`src/rtl/alu_pkg.sv`:
```
// Shared definitions for the sequential ALU: operation codes, FSM states and
// the bit positions of the packed status-flag vector.
package alu_pkg;

  localparam logic [3:0] FN_ADD = 4'd1;
  localparam logic [3:0] FN_SUB = 4'd2;
  localparam logic [3:0] FN_AND = 4'd3;
  localparam logic [3:0] FN_OR  = 4'd4;
  localparam logic [3:0] FN_XOR = 4'd5;
  localparam logic [3:0] FN_SHL = 4'd6;
  localparam logic [3:0] FN_SHR = 4'd7;
  localparam logic [3:0] FN_MUL = 4'd8;
  localparam logic [3:0] FN_DIV = 4'd9;

  typedef enum logic [1:0] {
    IDLE = 2'd0,
    ONE  = 2'd1,
    BUSY = 2'd2,
    DONE = 2'd3
  } alu_state_t;

  localparam int FLAG_Z   = 0;
  localparam int FLAG_C   = 1;
  localparam int FLAG_V   = 2;
  localparam int FLAG_ERR = 3;
  localparam int NFLAGS   = 4;

  function automatic logic is_iter(input logic [3:0] f);
    return (f == FN_MUL) || (f == FN_DIV);
  endfunction

endpackage

```
`src/rtl/alu_iter_unit.sv`:
```
// Shared MUL/DIV iteration datapath: one shift-add or restoring-divide step
// per cycle for WIDTH cycles after start; lo/hi hold product or quotient/remainder.
module alu_iter_unit #(
  parameter int WIDTH = 16
) (
  input  logic             clk,
  input  logic             rst,
  input  logic             start,
  input  logic             mode,
  input  logic [WIDTH-1:0] a,
  input  logic [WIDTH-1:0] b,
  output logic             done,
  output logic [WIDTH-1:0] lo,
  output logic [WIDTH-1:0] hi
);

  localparam int CW = $clog2(WIDTH) + 1;
  localparam logic [CW-1:0] LAST = CW'(WIDTH);

  logic [WIDTH-1:0] acc, sr, opd;
  logic [CW-1:0]    cnt;
  logic             mode_r;
  logic [WIDTH:0]   add_sum, shifted, trial;
  logic [WIDTH-1:0] acc_nxt, sr_nxt;

  // mode_r = 0: {acc, sr} shifts right with the multiplicand added into acc.
  // mode_r = 1: {acc, sr} shifts left, quotient bits enter sr from the right.
  always_comb begin
    add_sum = {1'b0, acc} + {1'b0, opd};
    shifted = {acc, sr[WIDTH-1]};
    trial   = shifted - {1'b0, opd};
    acc_nxt = acc;
    sr_nxt  = sr;
    if (mode_r) begin
      if (!trial[WIDTH]) begin
        acc_nxt = trial[WIDTH-1:0];
        sr_nxt  = {sr[WIDTH-2:0], 1'b1};
      end else begin
        acc_nxt = shifted[WIDTH-1:0];
        sr_nxt  = {sr[WIDTH-2:0], 1'b0};
      end
    end else if (sr[0]) begin
      acc_nxt = add_sum[WIDTH:1];
      sr_nxt  = {add_sum[0], sr[WIDTH-1:1]};
    end else begin
      acc_nxt = {1'b0, acc[WIDTH-1:1]};
      sr_nxt  = {acc[0], sr[WIDTH-1:1]};
    end
  end

  always_ff @(posedge clk) begin
    if (rst) begin
      acc    <= '0;
      sr     <= '0;
      opd    <= '0;
      mode_r <= 1'b0;
      cnt    <= LAST;
    end else if (start) begin
      acc    <= '0;
      sr     <= a;
      opd    <= b;
      mode_r <= mode;
      cnt    <= '0;
    end else if (cnt != LAST) begin
      acc <= acc_nxt;
      sr  <= sr_nxt;
      cnt <= cnt + CW'(1);
    end
  end

  assign done = (cnt == LAST);
  assign lo   = sr;
  assign hi   = acc;

endmodule

```
`src/rtl/alu_seq.sv`:
```
// Multi-cycle ALU with valid/ready on both sides, registered results and flags,
// single-cycle logic/arith ops and iterative MUL/DIV via alu_iter_unit.
module alu_seq #(
  parameter int WIDTH = 16
) (
  input  logic             clk,
  input  logic             rst,
  input  logic             in_valid,
  output logic             in_ready,
  input  logic [WIDTH-1:0] a,
  input  logic [WIDTH-1:0] b,
  input  logic [3:0]       func,
  output logic             out_valid,
  input  logic             out_ready,
  output logic [WIDTH-1:0] result,
  output logic [WIDTH-1:0] result_hi,
  output logic             flag_z,
  output logic             flag_c,
  output logic             flag_v,
  output logic             flag_err,
  output logic [1:0]       state_dbg
);
  import alu_pkg::*;

  localparam int SW = $clog2(WIDTH);
  localparam logic [WIDTH-1:0] WLIM = WIDTH'(WIDTH);

  alu_state_t        state, state_nxt;
  logic              accept, capture, iter_start, iter_done;
  logic [WIDTH-1:0]  a_r, b_r, iter_lo, iter_hi, res_c, hi_c;
  logic [3:0]        func_r;
  logic [WIDTH:0]    add_w, sub_w;
  logic [NFLAGS-1:0] flags_c, flags_r;

  // Handshake: a transfer happens on any edge where valid && ready are both
  // high; in_ready is high only in IDLE, out_valid holds with all outputs
  // stable until out_ready, and in_ready returns on the edge out_valid drops.
  assign in_ready   = (state == IDLE);
  assign accept     = in_valid && in_ready;
  assign iter_start = accept && is_iter(func);
  assign capture    = (state == ONE) || ((state == BUSY) && iter_done);
  assign state_dbg  = state;

  alu_iter_unit #(.WIDTH(WIDTH)) u_iter (
    .clk   (clk),
    .rst   (rst),
    .start (iter_start),
    .mode  (func == FN_DIV),
    .a     (a),
    .b     (b),
    .done  (iter_done),
    .lo    (iter_lo),
    .hi    (iter_hi)
  );

  always_ff @(posedge clk) begin
    if (rst) state <= IDLE;
    else     state <= state_nxt;
  end

  always_comb begin
    state_nxt = state;
    case (state)
      IDLE:    if (accept) state_nxt = is_iter(func) ? BUSY : ONE;
      ONE:     state_nxt = DONE;
      BUSY:    if (iter_done) state_nxt = DONE;
      DONE:    if (out_valid && out_ready) state_nxt = IDLE;
      default: state_nxt = IDLE;
    endcase
  end

  always_comb begin
    add_w   = {1'b0, a_r} + {1'b0, b_r};
    sub_w   = {1'b0, a_r} - {1'b0, b_r};
    res_c   = '0;
    hi_c    = '0;
    flags_c = '0;
    case (func_r)
      FN_ADD: begin
        res_c           = add_w[WIDTH-1:0];
        flags_c[FLAG_C] = add_w[WIDTH];
        flags_c[FLAG_V] = (a_r[WIDTH-1] == b_r[WIDTH-1]) && (add_w[WIDTH-1] != a_r[WIDTH-1]);
      end
      FN_SUB: begin
        res_c           = sub_w[WIDTH-1:0];
        flags_c[FLAG_C] = sub_w[WIDTH];
        flags_c[FLAG_V] = (a_r[WIDTH-1] != b_r[WIDTH-1]) && (sub_w[WIDTH-1] != a_r[WIDTH-1]);
      end
      FN_AND: res_c = a_r & b_r;
      FN_OR:  res_c = a_r | b_r;
      FN_XOR: res_c = a_r ^ b_r;
      FN_SHL: res_c = (b_r >= WLIM) ? '0 : (a_r << b_r[SW-1:0]);
      FN_SHR: res_c = (b_r >= WLIM) ? '0 : (a_r >> b_r[SW-1:0]);
      FN_MUL: begin
        res_c           = iter_lo;
        hi_c            = iter_hi;
        flags_c[FLAG_C] = |iter_hi;
      end
      FN_DIV: begin
        res_c             = iter_lo;
        hi_c              = iter_hi;
        flags_c[FLAG_ERR] = (b_r == '0);
      end
      default: flags_c[FLAG_ERR] = 1'b1;
    endcase
    flags_c[FLAG_Z] = (res_c == '0);
  end

  // out_valid trails entry into DONE by one edge, so results are settled in
  // the output registers a full cycle before they are offered.
  always_ff @(posedge clk) begin
    if (rst) begin
      a_r       <= '0;
      b_r       <= '0;
      func_r    <= '0;
      result    <= '0;
      result_hi <= '0;
      flags_r   <= '0;
      out_valid <= 1'b0;
    end else begin
      if (accept) begin
        a_r    <= a;
        b_r    <= b;
        func_r <= func;
      end
      if (capture) begin
        result    <= res_c;
        result_hi <= hi_c;
        flags_r   <= flags_c;
      end
      if (out_valid && out_ready) out_valid <= 1'b0;
      else if (state == DONE)     out_valid <= 1'b1;
    end
  end

  assign flag_z   = flags_r[FLAG_Z];
  assign flag_c   = flags_r[FLAG_C];
  assign flag_v   = flags_r[FLAG_V];
  assign flag_err = flags_r[FLAG_ERR];

endmodule

```
`config.mk`:
```
export PLATFORM = sky130hd
export DESIGN_NAME = alu_seq
export DESIGN_NICKNAME = d
export VERILOG_FILES = /design/src/rtl/alu_pkg.sv /design/src/rtl/alu_iter_unit.sv /design/src/rtl/alu_seq.sv
export SDC_FILE = /design/constraint.sdc
export NUM_CORES = 1
export LEC_CHECK = 0
export ABC_CLOCK_PERIOD_IN_PS = 8600
export CAP_MARGIN = 10
export CORE_MARGIN = 1
export CORE_UTILIZATION = 53
export CTS_CLUSTER_DIAMETER = 60
export CTS_CLUSTER_SIZE = 40
export DETAILED_ROUTE_END_ITERATION = 10
export GPL_TIMING_DRIVEN = 0
export PLACE_DENSITY = 0.73
export SKIP_CTS_REPAIR_TIMING = 1
export SLEW_MARGIN = 10
export SYNTH_ARGS = -nofsm -noshare
export SYNTH_HDL_FRONTEND = slang
export SYNTH_SLANG_ARGS = --single-unit
```
`constraint.sdc`:
```
create_clock -name clk -period 8.6 [get_ports clk]
set_input_delay 2.58 -clock clk [delete_from_list [all_inputs] [get_ports clk]]
set_output_delay 2.58 -clock clk [all_outputs]
set_load 0.05 [all_outputs]
```
# Yosys cells after proc, flatten, opt, wreduce, memory -nomap -nowiden
# Index checks and enable logic that the tools add are counted.
# totals
inputBits	40
out_inout_bits	40
wordCells	88
ff_bits	129
# classes
bitwise_logic	3
eq_ne	23
mux	22
reduce_logical	18
n_lt_le_gt_ge	1
add_sub_neg	5
n_shift	2
# ops
op	count
16-bit two-way mux	10
16-bit one-hot mux with 8 select lines	1
16-bit by 16-bit adder with 17-bit output	2
16-bit zero test	2
16-bit by 16-bit subtractor with 17-bit output	1
17-bit by 16-bit subtractor with 17-bit output	1
16-bit bitwise AND	1
4-bit by 3-bit == test with 1-bit output, second input constant	4
4-bit == test, second input constant	4
16-bit by 5-bit >= comparator with 1-bit output, second input constant	1
16-bit bitwise OR	1
16-bit OR reduction	1
16-bit by 4-bit << shifter with 16-bit output	1
16-bit by 4-bit right shift with 16-bit output	1
16-bit bitwise XOR	1
5-bit two-way mux	2
4-bit by 2-bit == test with 1-bit output, second input constant	2
2-bit two-way mux	4
2-bit one-hot mux with 4 select lines	1
8-bit OR reduction	1
1-bit logical AND	6
2-bit OR reduction	3
5-bit by 1-bit adder with 5-bit output, second input constant	1
5-bit == test, second input constant	1
other kinds (15)	21

# Depth between registers and ports, before layout
# Gate-level depths: netlist (run 1).
# logic_depth
ltp_word	5
ltp_mapped	14
mapped_depth_nobuf	12

# By module
# Synthesis (run 1) repeated with hierarchy kept, for this count alone.
# unflattened
hier_cells	1505
hier_area_um2	11636.2
# by_module_without_submodules
module	seq_area_each_um2	area_each_um2	cells_each	n_inst
alu_seq	1501.4	7430.9	985	1
alu_iter_unit	1081.0	4205.3	520	1

# Worst setup path before layout (run 1)
# Ideal clock, no wire load.
# synth_path
path_type	input-to-reg
start	input port func[1]
end	register u_iter.sr[5] (netlist: u_iter.lo[5])
setup_slack_ps	4681
required_time_ps	8529
cell_stages	6
setup_time_ps	71
arrival_time_ps	3848
path_buffers	2
path_cell_list	nor3b_1 -> and2_1 -> clkbuf_1 -> buf_1 -> nand2_1 -> a21oi_1
# synth_via
elab_chain_len	4
word_cells_on_any_way	6
cone_classes	2 x eq/ne; 1 x mux; 3 x reduce/logical
# synth_rtl
item	line	text
start: declaration	alu_seq.sv:12	input logic [3:0] func,
4-bit == test	alu_pkg.sv:29	return (f == FN_MUL) || (f == FN_DIV);
1-bit logical OR (*)	alu_pkg.sv:29	
1-bit logical AND (*)	alu_seq.sv:40	assign iter_start = accept && is_iter(func);
16-bit two-way mux or 2-bit nonzero test (tied branches)	--	
end signal: assignment	alu_iter_unit.sv:66	sr <= sr_nxt;
end: declaration	alu_iter_unit.sv:20	logic [WIDTH-1:0] acc, sr, opd;
# Mark *: on every way between the ends. The rest lies on a longest branch, timed or not.
# A chain may end at the register's enable or synchronous reset.

# Worst setup path in the final report (run 1)
# layout_path
start	input port func[1]
end	register u_iter.acc[13] (netlist: u_iter.hi[13])
# layout_via
elab_chain_len	4
word_cells_on_any_way	5
cone_classes	2 x eq/ne; 3 x reduce/logical
# layout_rtl
item	line	text
4-bit == test	alu_pkg.sv:29	
1-bit logical OR (*)	alu_pkg.sv:29	
1-bit logical AND (*)	alu_seq.sv:40	
2-bit OR reduction (no source line) (*)	--	
end signal: assignment	alu_iter_unit.sv:65	acc <= acc_nxt;
end: declaration	alu_iter_unit.sv:20	
# Marked as above.

==> run_results.csv, run 1 <==
group,metric,value,unit
run_status,outcome,"finished, final reports clean",
clock_tree,cts.path.max_buffers,2,
timing,finalClockSkew,0.0127,ns
logic_synthesis,ys_seq_elements,129,
floorplanning,initial_core_util,53.8,%
floorplanning,num_rows,53,
timing,slew_headroom,17.4,%
logic_synthesis,yosys.area.top_type,"dfxtp_1",
logic_synthesis,synth_fp_nets,1611,
route,dr.pass1.iters,5,
setup_path,crit_start,"func[1]",
cells_and_area,multi_input_area,0.00794,sq mm
floorplanning,core,0.0210,sq mm
logic_synthesis,yosysSeqAreaShare,22.9,%
clock_tree,cts_made_buffers,17,
setup_path,crit_type,"in -> reg",
route,vias,12200,
route,wl_per_cell,23.4,um
logic_synthesis,syn-mean-instance-area,7.63,sq um
run,drv_cap,0,
logic_synthesis,synth_top_area_share,22.9,%
route,antenna_left,0,
setup_path,path_max_fanout,10,
setup_path,critPathArrivalTime,5.33,ns
route,avgViaCountPerCell,6.55,
floorplanning,die_y,148,um
cells_and_area,layout-area-overhead-vs-synth,15.6,%
floorplanning,die_w,148,um
cells_and_area,layout.nets,1709,
logic_synthesis,async_flop_share,0,%
logic_synthesis,synth_edf_count,0,
setup_path,r2r_start,"b_r[2]",
setup_path,cp.required,8.94,ns
floorplanning,io_pins,80,
worst_hold_path,hp-start,"result_hi[11]",
logic_synthesis,synth_compound_area_share,26.0,%
logic_synthesis,synth_common_cells,"nand2_1, a21oi_1, dfxtp_1",
logic_synthesis,synthFlopType,"dfxtp_1",
setup_path,worstSetupStartpointType,"input port",
route,drc,0,
timing,finalHoldViolations,0,
timing,worstMarginPinSlew,1.24,ns
floorplanning,die_area,0.0219,sq mm
power_and_ir_drop,pwr_density_cell,300,mW/mm^2
place,hpwl,34.2,mm
timing,rsz0062_at_grt,"no",
logic_synthesis,yosys.area_share.adder,10.5,%
timing,max_freq,0.200,GHz
global_route,grt_pass1_wl,66.7,mm
timing,post-route-period-util,58.0,%
logic_synthesis,synth.most_common_cell,"nand2_1",
logic_synthesis,yosys-top-cells-area,"dfxtp_1, ha_1, nand2_1, a21oi_1, mux2i_1",
clock_tree,cts_tree,"done",
cells_and_area,layout-drive-gt1-share,7.17,%
cells_and_area,fill_cells,1966,
power_and_ir_drop,vdd_drop_max,0.210,mV
clock_tree,clkLatencyLatePin,0.43,ns
global_route,overflow,0,
worst_hold_path,hold_class,"reg -> reg",
global_route,antenna_found_initial,0,
timing,drv_slew,0,
logic_synthesis,synth_top_family_by_area,"compound AO/OA/AOI/OAI gates",
global_route,first_global_vias,11300,
logic_synthesis,synthSimpleGateAreaFrac,21.8,%
timing,finalCriticalPeriod,4.99,ns
logic_synthesis,yosys_warnings,0,
clock_tree,cts_root_buf,"clkbuf_16",
timing,fin_setup_tns,0,ns
clock_tree,clk_pin_slew_worst_paths,0.06,ns
setup_path,end_kind,"flop",
place,gp_congestion,1.05,
clock_tree,clock_sinks,129,
clock_tree,cts_htree_levels,4,
global_route,grt_max_degree,17,
logic_synthesis,synth_cell_types,96,
power_and_ir_drop,leakage,0.00486,uW
cells_and_area,regArea,0.00258,sq mm
logic_synthesis,muxShareOfSynthArea,9.75,%
route,routed_wl,43.6,mm
global_route,grtUsageTotal,40.3,%
place,portBuffers,79,
timing,finalSetupViolCount,0,
logic_synthesis,syn_area,0.0113,sq mm
timing,whs,0.449,ns
logic_synthesis,synth_cells,1479,
logic_synthesis,synth_xor_area_share,2.41,%
route,drt_iter0_markers,1250,
[where the power goes]
group / internal (uW) / total (uW) / switching, uW
clock: 494 / 771 / 278
sequential: 715 / 897 / 182
combinational: 812 / 2250 / 1440
[area by class of cell]
class	count	share of cell area (%)
Antenna cell	1	0.0192
Buffer	104	3.55
Clock buffer	23	3.82
Clock inverter	8	0.959
Inverter	78	2.24
Multi-Input combinational cell	1168	60.9
Sequential cell	129	19.8
Tap cell	275	2.64
Timing Repair Buffer	79	6.06
[worst paths after layout]
| check | to | slack, ns | cells after the start |
|---|---|---|---|
| worst max register to register | result[15] | 4.57 | 14 |
| worst min register to register | result_hi[11] | 0.45 | 2 |
| worst max-delay path | u_iter.hi[13] | 3.61 | 7 |
| worst min-delay path | result_hi[11] | 0.45 | 2 |
[routing by layer]
layer	vias to the layer above	wire (um)	global-route usage (%)
met4	0	1220	13.0
li1	5559	-	-
met2	771	18100	58.2
met3	93	5330	10.3
met1	5800	19000	57.9
met5	-	0	0
[critical path: stages]
cell and delay (ns):
clkdlybuf4s50_1 0.55, nor3b_1 0.13, and2_1 0.24, nor3_1 0.82
clkbuf_1 0.43, nand2_1 0.30, o221ai_1 0.27
[cells by family (layout without fill, tap and decap cells)]
group | Yosys count | count (layout)
muxes | 86 | 86
other | 0 | 1
and+or+nand+nor | 524 | 524
buffers and inverters | 182 | 292
adders and majority gates | 92 | 92
xor gates and xnor gates | 31 | 31
AOI/OAI and AO/OA | 435 | 435
DFF | 129 | 129
[flip-flops by register name, summed over array words and instances, names as in the netlist, 4 cells and up]
| name | count |
|---|---|
| func_r | 4 |
| u_iter.lo | 16 |
| result | 16 |
| u_iter.opd | 16 |
| a_r | 16 |
| u_iter.hi | 16 |
| flags_r | 4 |
| result_hi | 16 |
| u_iter.cnt | 5 |
| b_r | 16 |
[metrics by stage]
stage          cell area (sq um)  utilization, %  total power, uW  std cells  setup WS (ns)
2_1_floorplan              11300               -             2390       1479           4.68
3_3_place_gp               12400            59.3             3040       1833           3.40
3_5_place_dp               12400            59.3             3070       1833           3.37
4_1_cts                    13000            62.2             3840       1864           3.81
5_1_grt                    13000            62.2             4110       1864           3.58
6_report                   13000            62.2             3920       1865           3.61
[cell usage in the layout, fill, tap and decap left out, drive strengths merged, types with 47 or more instances in the layout]
| cell type | count |
|---|---|
| a21oi | 157 |
| clkbuf | 84 |
| clkdlybuf4s50 | 79 |
| dfxtp | 129 |
| ha | 88 |
| inv | 78 |
| mux2i | 57 |
| nand2 | 218 |
| nor2 | 102 |
| nor3 | 47 |
| o21ai | 63 |
Power figures use the tool's default switching activity.
==> run 2: changes to the inputs <==
- ABC_CLOCK_PERIOD_IN_PS: 8600 -> 4800
- clock period: 8.6 -> 4.8 ns (I/O delays scaled with it)
==> results of run 2 <==
Same layout as run 1 (identical final DEF). Status: finished, final reports clean.
Main changes from that run: setup slack after placement 3.37 ns -> 0.713 ns; setup slack after layout 3.61 ns -> 0.775 ns; start point of the critical path func[1] -> b_r[2]; end point of the critical path u_iter.hi[13] -> result[15]; register-to-register setup slack 4.57 ns -> 0.77 ns; total power 3920 uW -> 7020 uW; worst IR drop on VDD 0.210 mV -> 0.376 mV
